==> config.mk <==
export PLATFORM = sky130hd
export DESIGN_NAME = fixture_picobello_top
export DESIGN_NICKNAME = d
export VERILOG_FILES = /design/src/rtl/fixture_picobello_top.sv
export SDC_FILE = /design/constraint.sdc
export NUM_CORES = 1
export LEC_CHECK = 0
export ABC_AREA = 0
export ABC_CLOCK_PERIOD_IN_PS = 1860
export CAP_MARGIN = 20
export CORE_MARGIN = 4
export CORE_UTILIZATION = 35
export CTS_CLUSTER_DIAMETER = 60
export CTS_CLUSTER_SIZE = 28
export DETAILED_ROUTE_END_ITERATION = 12
export PLACE_DENSITY = 0.61
export SETUP_SLACK_MARGIN = 0.05
export SLEW_MARGIN = 5
export SYNTH_ARGS = -nofsm -noshare
export SYNTH_HDL_FRONTEND = slang
export SYNTH_SLANG_ARGS = --single-unit
==> constraint.sdc <==
create_clock -name clk_i -period 1.86 [get_ports clk_i]
set_input_delay 0.279 -clock clk_i [delete_from_list [all_inputs] [get_ports clk_i]]
set_output_delay 0.279 -clock clk_i [all_outputs]
set_load 0.01 [all_outputs]
==> src/rtl/fixture_picobello_top.sv <==
// Test fixture sequencer: SoC reset, binary preload handshake, end-of-computation capture,
// and UART frame tracking so the run only finishes once the console line is quiet.
module fixture_picobello_top #(
  parameter int unsigned RST_CYCLES   = 16,
  parameter int unsigned CLKS_PER_BIT = 16
) (
  input  logic        clk_i,
  input  logic        rst_i,
  input  logic        start_i,
  input  logic [1:0]  boot_mode_i,
  input  logic [1:0]  preload_mode_i,
  input  logic        snitch_preload_i,
  output logic        soc_rst_o,
  output logic        preload_req_o,
  output logic [2:0]  preload_sel_o,
  output logic        preload_snitch_o,
  input  logic        preload_done_i,
  input  logic        eoc_valid_i,
  input  logic [31:0] eoc_data_i,
  input  logic        uart_rx_i,
  output logic        uart_reading_byte_o,
  output logic [31:0] exit_code_o,
  output logic        finish_o,
  output logic        error_o,
  output logic [1:0]  err_code_o
);

  localparam int unsigned FrameLen = 10 * CLKS_PER_BIT;
  localparam int unsigned RstW     = $clog2(RST_CYCLES + 2);
  localparam int unsigned UartW    = $clog2(FrameLen + 1);
  localparam logic [RstW-1:0]  RstLoad  = RstW'(RST_CYCLES);
  localparam logic [UartW-1:0] UartLoad = UartW'(FrameLen - 1);

  typedef enum logic [2:0] {
    StIdle, StReset, StPreSn, StPreMain, StWaitEoc, StDrain, StFinish, StError
  } state_e;

  state_e           state_q;
  logic [RstW-1:0]  rst_cnt_q;
  logic [1:0]       boot_q;
  logic [1:0]       preload_q;
  logic             snitch_q;

  logic             rx_q;
  logic [UartW-1:0] uart_cnt_q;
  logic             uart_start;
  logic             uart_busy_d;

  // Start bit is a high-to-low transition; edges inside a frame are ignored.
  assign uart_start = rx_q & ~uart_rx_i & ~uart_reading_byte_o;

  always_comb begin
    uart_busy_d = uart_start;
    if (uart_reading_byte_o) begin
      uart_busy_d = (uart_cnt_q != '0);
    end
  end

  always_ff @(posedge clk_i or posedge rst_i) begin
    if (rst_i) begin
      rx_q                <= 1'b1;
      uart_cnt_q          <= '0;
      uart_reading_byte_o <= 1'b0;
    end else begin
      rx_q                <= uart_rx_i;
      uart_reading_byte_o <= uart_busy_d;
      if (uart_start) begin
        uart_cnt_q <= UartLoad;
      end else if (uart_reading_byte_o && uart_cnt_q != '0) begin
        uart_cnt_q <= uart_cnt_q - UartW'(1);
      end
    end
  end

  always_ff @(posedge clk_i or posedge rst_i) begin
    if (rst_i) begin
      state_q          <= StIdle;
      rst_cnt_q        <= '0;
      boot_q           <= '0;
      preload_q        <= '0;
      snitch_q         <= 1'b0;
      soc_rst_o        <= 1'b1;
      preload_req_o    <= 1'b0;
      preload_snitch_o <= 1'b0;
      exit_code_o      <= '0;
      finish_o         <= 1'b0;
      error_o          <= 1'b0;
      err_code_o       <= '0;
    end else begin
      case (state_q)
        StIdle: begin
          if (start_i) begin
            state_q   <= StReset;
            rst_cnt_q <= RstLoad;
            boot_q    <= boot_mode_i;
            preload_q <= preload_mode_i;
            snitch_q  <= snitch_preload_i;
            soc_rst_o <= 1'b1;
          end
        end
        StReset: begin
          if (rst_cnt_q <= RstW'(1)) begin
            soc_rst_o <= 1'b0;
            if (boot_q == 2'd1) begin
              state_q    <= StError;
              error_o    <= 1'b1;
              err_code_o <= 2'd3;
            end else if (boot_q[1]) begin
              state_q <= StWaitEoc;
            end else if (preload_q == 2'd3) begin
              state_q    <= StError;
              error_o    <= 1'b1;
              err_code_o <= 2'd1;
            end else if (preload_q == 2'd2 && snitch_q) begin
              state_q    <= StError;
              error_o    <= 1'b1;
              err_code_o <= 2'd2;
            end else begin
              state_q          <= snitch_q ? StPreSn : StPreMain;
              preload_req_o    <= 1'b1;
              preload_snitch_o <= snitch_q;
            end
          end else begin
            rst_cnt_q <= rst_cnt_q - RstW'(1);
          end
        end
        StPreSn: begin
          if (preload_done_i) begin
            state_q          <= StPreMain;
            preload_snitch_o <= 1'b0;
          end
        end
        StPreMain: begin
          if (preload_done_i) begin
            state_q       <= StWaitEoc;
            preload_req_o <= 1'b0;
          end
        end
        StWaitEoc: begin
          if (eoc_valid_i && eoc_data_i[0]) begin
            exit_code_o <= {1'b0, eoc_data_i[31:1]};
            state_q     <= StDrain;
          end
        end
        StDrain: begin
          // Next-state flag so finish rises in the same cycle the frame ends.
          if (!uart_busy_d) begin
            state_q  <= StFinish;
            finish_o <= 1'b1;
          end
        end
        default: ;
      endcase
    end
  end

  always_comb begin
    preload_sel_o = 3'b000;
    if (state_q == StPreSn || state_q == StPreMain) begin
      case (preload_q)
        2'd0:    preload_sel_o = 3'b001;
        2'd1:    preload_sel_o = 3'b010;
        2'd2:    preload_sel_o = 3'b100;
        default: preload_sel_o = 3'b000;
      endcase
    end
  end

endmodule

==> run_results.csv <==
group,metric,value,unit
detailed_routing,drt_wl_total,6.19,mm
synth,netlist.top_cell.by_area,"dfrtp_1",
critical_path,rr_worst_depth,4,
die,start_util,0.357,
detailed_routing,first_iter_violations,62,
synth,synth_top_area_frac,0.538,
synth,synthTopCellsByArea,"dfrtp_1 (54%), mux2_2 (13%), nand2_1 (3.7%)",
power,switchingPower,1.77,mW
power,power.internal,3.99,mW
sta,period_share,0.936,
synth,synth_edf_count,0,
detailed_routing,wire_per_inst,14.0,µm
clock_network,h-tree-depth,3,
finish,final_util,0.526,
clock_network,cts_root_buf,"clkbuf_8",
sta,fmax,574,MHz
global_route,overflow,0,
synth,yosysSeqAreaShare,0.557,
finish,num-fill-cells,723,
synth,ys.flop_type,"dfrtp_1",
synth,syn-cell-area,2750,µm²
placed_design,portBuffers,84,
power,p_comb_frac,0.386,
critical_path,critPathRequiredTime,2.07,ns
synth,synth_warnings,0,
finish,final_nets,384,
placed_design,dpl.hpwl,4.62,mm
power,clock_power_share,0.220,
clock_network,cts_sinks,61,
critical_path,path_max_fanout,6,
critical_path,slowest_stage,"or4_1",
sta,hold_violations,0,
detailed_routing,ant_nets,0,
detailed_routing,dr.pass1.iters,4,
placed_design,gp_congestion,0.797,
synth,synth.net_count,283,
die,core_area,7690,µm²
synth,synth_most_common_cell,"dfrtp_1",
die,io_pins,86,
synth,ys_types,53,
critical_path,cp.arrival,1.95,ns
power,seq_power_share,0.394,
finish,syn2layout_area_growth,47.1,%
global_route,antenna_found_initial,0,
synth,synthArstFlopShare,1.00,
synth,syn_inst,236,
sta,period_needed,1.74,ns
clock_network,post_cts_buffers,0,
clock_network,clk-insertion-delay-late,0.33,ns
die,die_h,96.6,µm
power,ir_worst_vdd,0.560,mV
status,run_status,"completed",
critical_path,path_cells,"or4_1 -> or3b_1 -> xor2_1 -> nor2_1",
finish,layout-drive-gt1-share,0.240,
critical_path,r2r_slack,0.12,ns
job,cap_violations,0,
power,power.leakage,1.74,nW
critical_path,endpoint_kind,"flop",
clock_network,cts_made_buffers,9,
critical_path,reg2reg_from,"uart_cnt_q[5]",
detailed_routing,viasPerCell,4.80,
global_route,first_global_vias,2120,
power,p_per_area,1430,nW/µm²
sta,rsz0062_at_grt,"no",
synth,ys_seq_elements,61,
detailed_routing,drcViolationCount,0,
sta,slew_violations,0,
critical_path,slowest_delay,0.60,ns
clock_network,clk_pin_slew,0.07,ns
sta,setup_tns,0,ns
sta,setup_violations,0,
detailed_routing,vias,2125,
die,num_rows,32,
global_route,grt_usage,0.139,
finish,antenna_cells,0,
critical_path,critPathKind,"reg2reg",
power,netSwitchingFraction,0.307,
synth,synth_area_per_cell,11.6,µm²
clock_network,ctsHoldBuffers,0,
global_route,grt_max_degree,20,
die,die-area,9330,µm²
critical_path,timing.rr.end,"uart_cnt_q[6]",
clock_network,cts_buffer_depth,2,
sta,skew,0.00973,ns
sta,fin_hold_ws,0.278,ns
synth,synthTopCellsByCount,"dfrtp_1 (59), mux2_2 (32), nand2_1 (27)",
global_route,grt_pass1_wl,10.0,mm
die,die_x,96.6,µm
worst_hold_path,hold_class,"in2async",
clock_network,cts_tree,"built",
critical_path,start_kind,"flop",
==> layout make-up <==
cell class,instances,area [µm²],share of cell area
multi-input cells,157,1170,0.290
inverters,7,26.3,0.00650
well taps,102,128,0.0316
clock inverters,4,72.6,0.0180
flip-flops and latches,61,1530,0.379
repair buffers,101,970,0.240
clock buffers,11,141,0.0350
==> worst max-delay path, delay by kind of cell, from the launching register on <==
family        cells  cell delay (ns)
simple gates      3             1.06
flops             1             0.43
xor+xnor          1             0.13
==> logic make-up (layout without fill, tap and decap cells) <==
group / after synthesis / count (layout) / synth area share
flip-flops: 61 / 61 / 0.557
other: 1 / 1 / 0.00137
XOR/XNOR: 3 / 3 / 0.00957
multiplexers: 34 / 34 / 0.138
buffers and inverters: 19 / 123 / 0.0310
AO/OA/AOI/OAI: 35 / 36 / 0.0902
adder cells (fa/ha/maj): 4 / 4 / 0.0182
AND/OR/NAND/NOR: 79 / 79 / 0.154
==> per-layer routing <==
metal / vias to the layer above / part of all wire / global-route usage
met5: - / 0 / 0
met4: 0 / 0.0066 / 0.0315
met3: 5 / 0.073 / 0.0534
met2: 56 / 0.47 / 0.221
met1: 1032 / 0.45 / 0.180
li1: 1032 / - / -
==> sequential cells by signal, summed over array words and instances (netlist names) <==
| register | flops |
|---|---|
| rx_q | 1 |
| boot_q | 2 |
| preload_q | 2 |
| exit_code_o | 31 |
| state_q | 3 |
| uart_cnt_q | 8 |
| err_code_o | 2 |
| snitch_q | 1 |
| error_o | 1 |
| preload_req_o | 1 |
| finish_o | 1 |
| soc_rst_o | 1 |
| uart_reading_byte_o | 1 |
| preload_snitch_o | 1 |
| rst_cnt_q | 5 |
==> worst max-delay path by stage <==
stage                        startpoint                to  slack (ns)  cells past startpoint
after floorplan                   rst_i         boot_q[0]        0.07                      1
after global placement      eoc_valid_i   exit_code_o[30]        0.05                      5
after detailed placement    eoc_valid_i   exit_code_o[11]       0.008                      5
after CTS                 uart_cnt_q[0]     uart_cnt_q[4]        0.06                      6
after global routing         state_q[2]  preload_sel_o[0]        0.05                      3
final                     uart_cnt_q[5]     uart_cnt_q[6]        0.12                      4
==> power groups by stage <==
stage,clock (mW),sequential [mW],combinational (mW)
after CTS,1.31,2.27,2.23
after global routing,1.37,2.35,2.47
after floorplan,0,2.38,0.989
final,1.27,2.27,2.22
after detailed placement,0,2.29,2.23
after global placement,0,2.27,2.19
==> per-stage QoR <==
stage / cell area [µm²] / total power, mW / cells / setup slack, ns
6_report: 4040 / 5.76 / 443 / 0.119
3_5_place_dp: 3800 / 4.51 / 427 / 0.00775
2_1_floorplan: 2750 / 3.37 / 236 / 0.0713
3_3_place_gp: 3800 / 4.46 / 427 / 0.0510
5_1_grt: 4040 / 6.19 / 443 / 0.0509
4_1_cts: 4010 / 5.81 / 442 / 0.0584
==> layout by cell type (no fill, tap or decap), types with 3 or more instances in the layout <==
cell,instances
a211oi_1,3
a21o_1,3
a21oi_1,5
a31oi_1,3
buf_4,16
clkbuf_8,10
clkdlybuf4s50_1,81
dfrtp_1,58
ha_1,4
inv_1,6
mux2_2,32
nand2_1,27
nand2b_1,4
nand3_1,3
nor2_1,16
nor3_1,8
o21ai_0,5
==> what timing repair did <==
action | in CTS | in global routing
pin swaps | 0 | 1
gates cloned | 0 | 1
gates resized for setup | 5 | 12
endpoints found under the setup margin | 7 | 12
No activity file was read; power rests on OpenSTA's default activity.
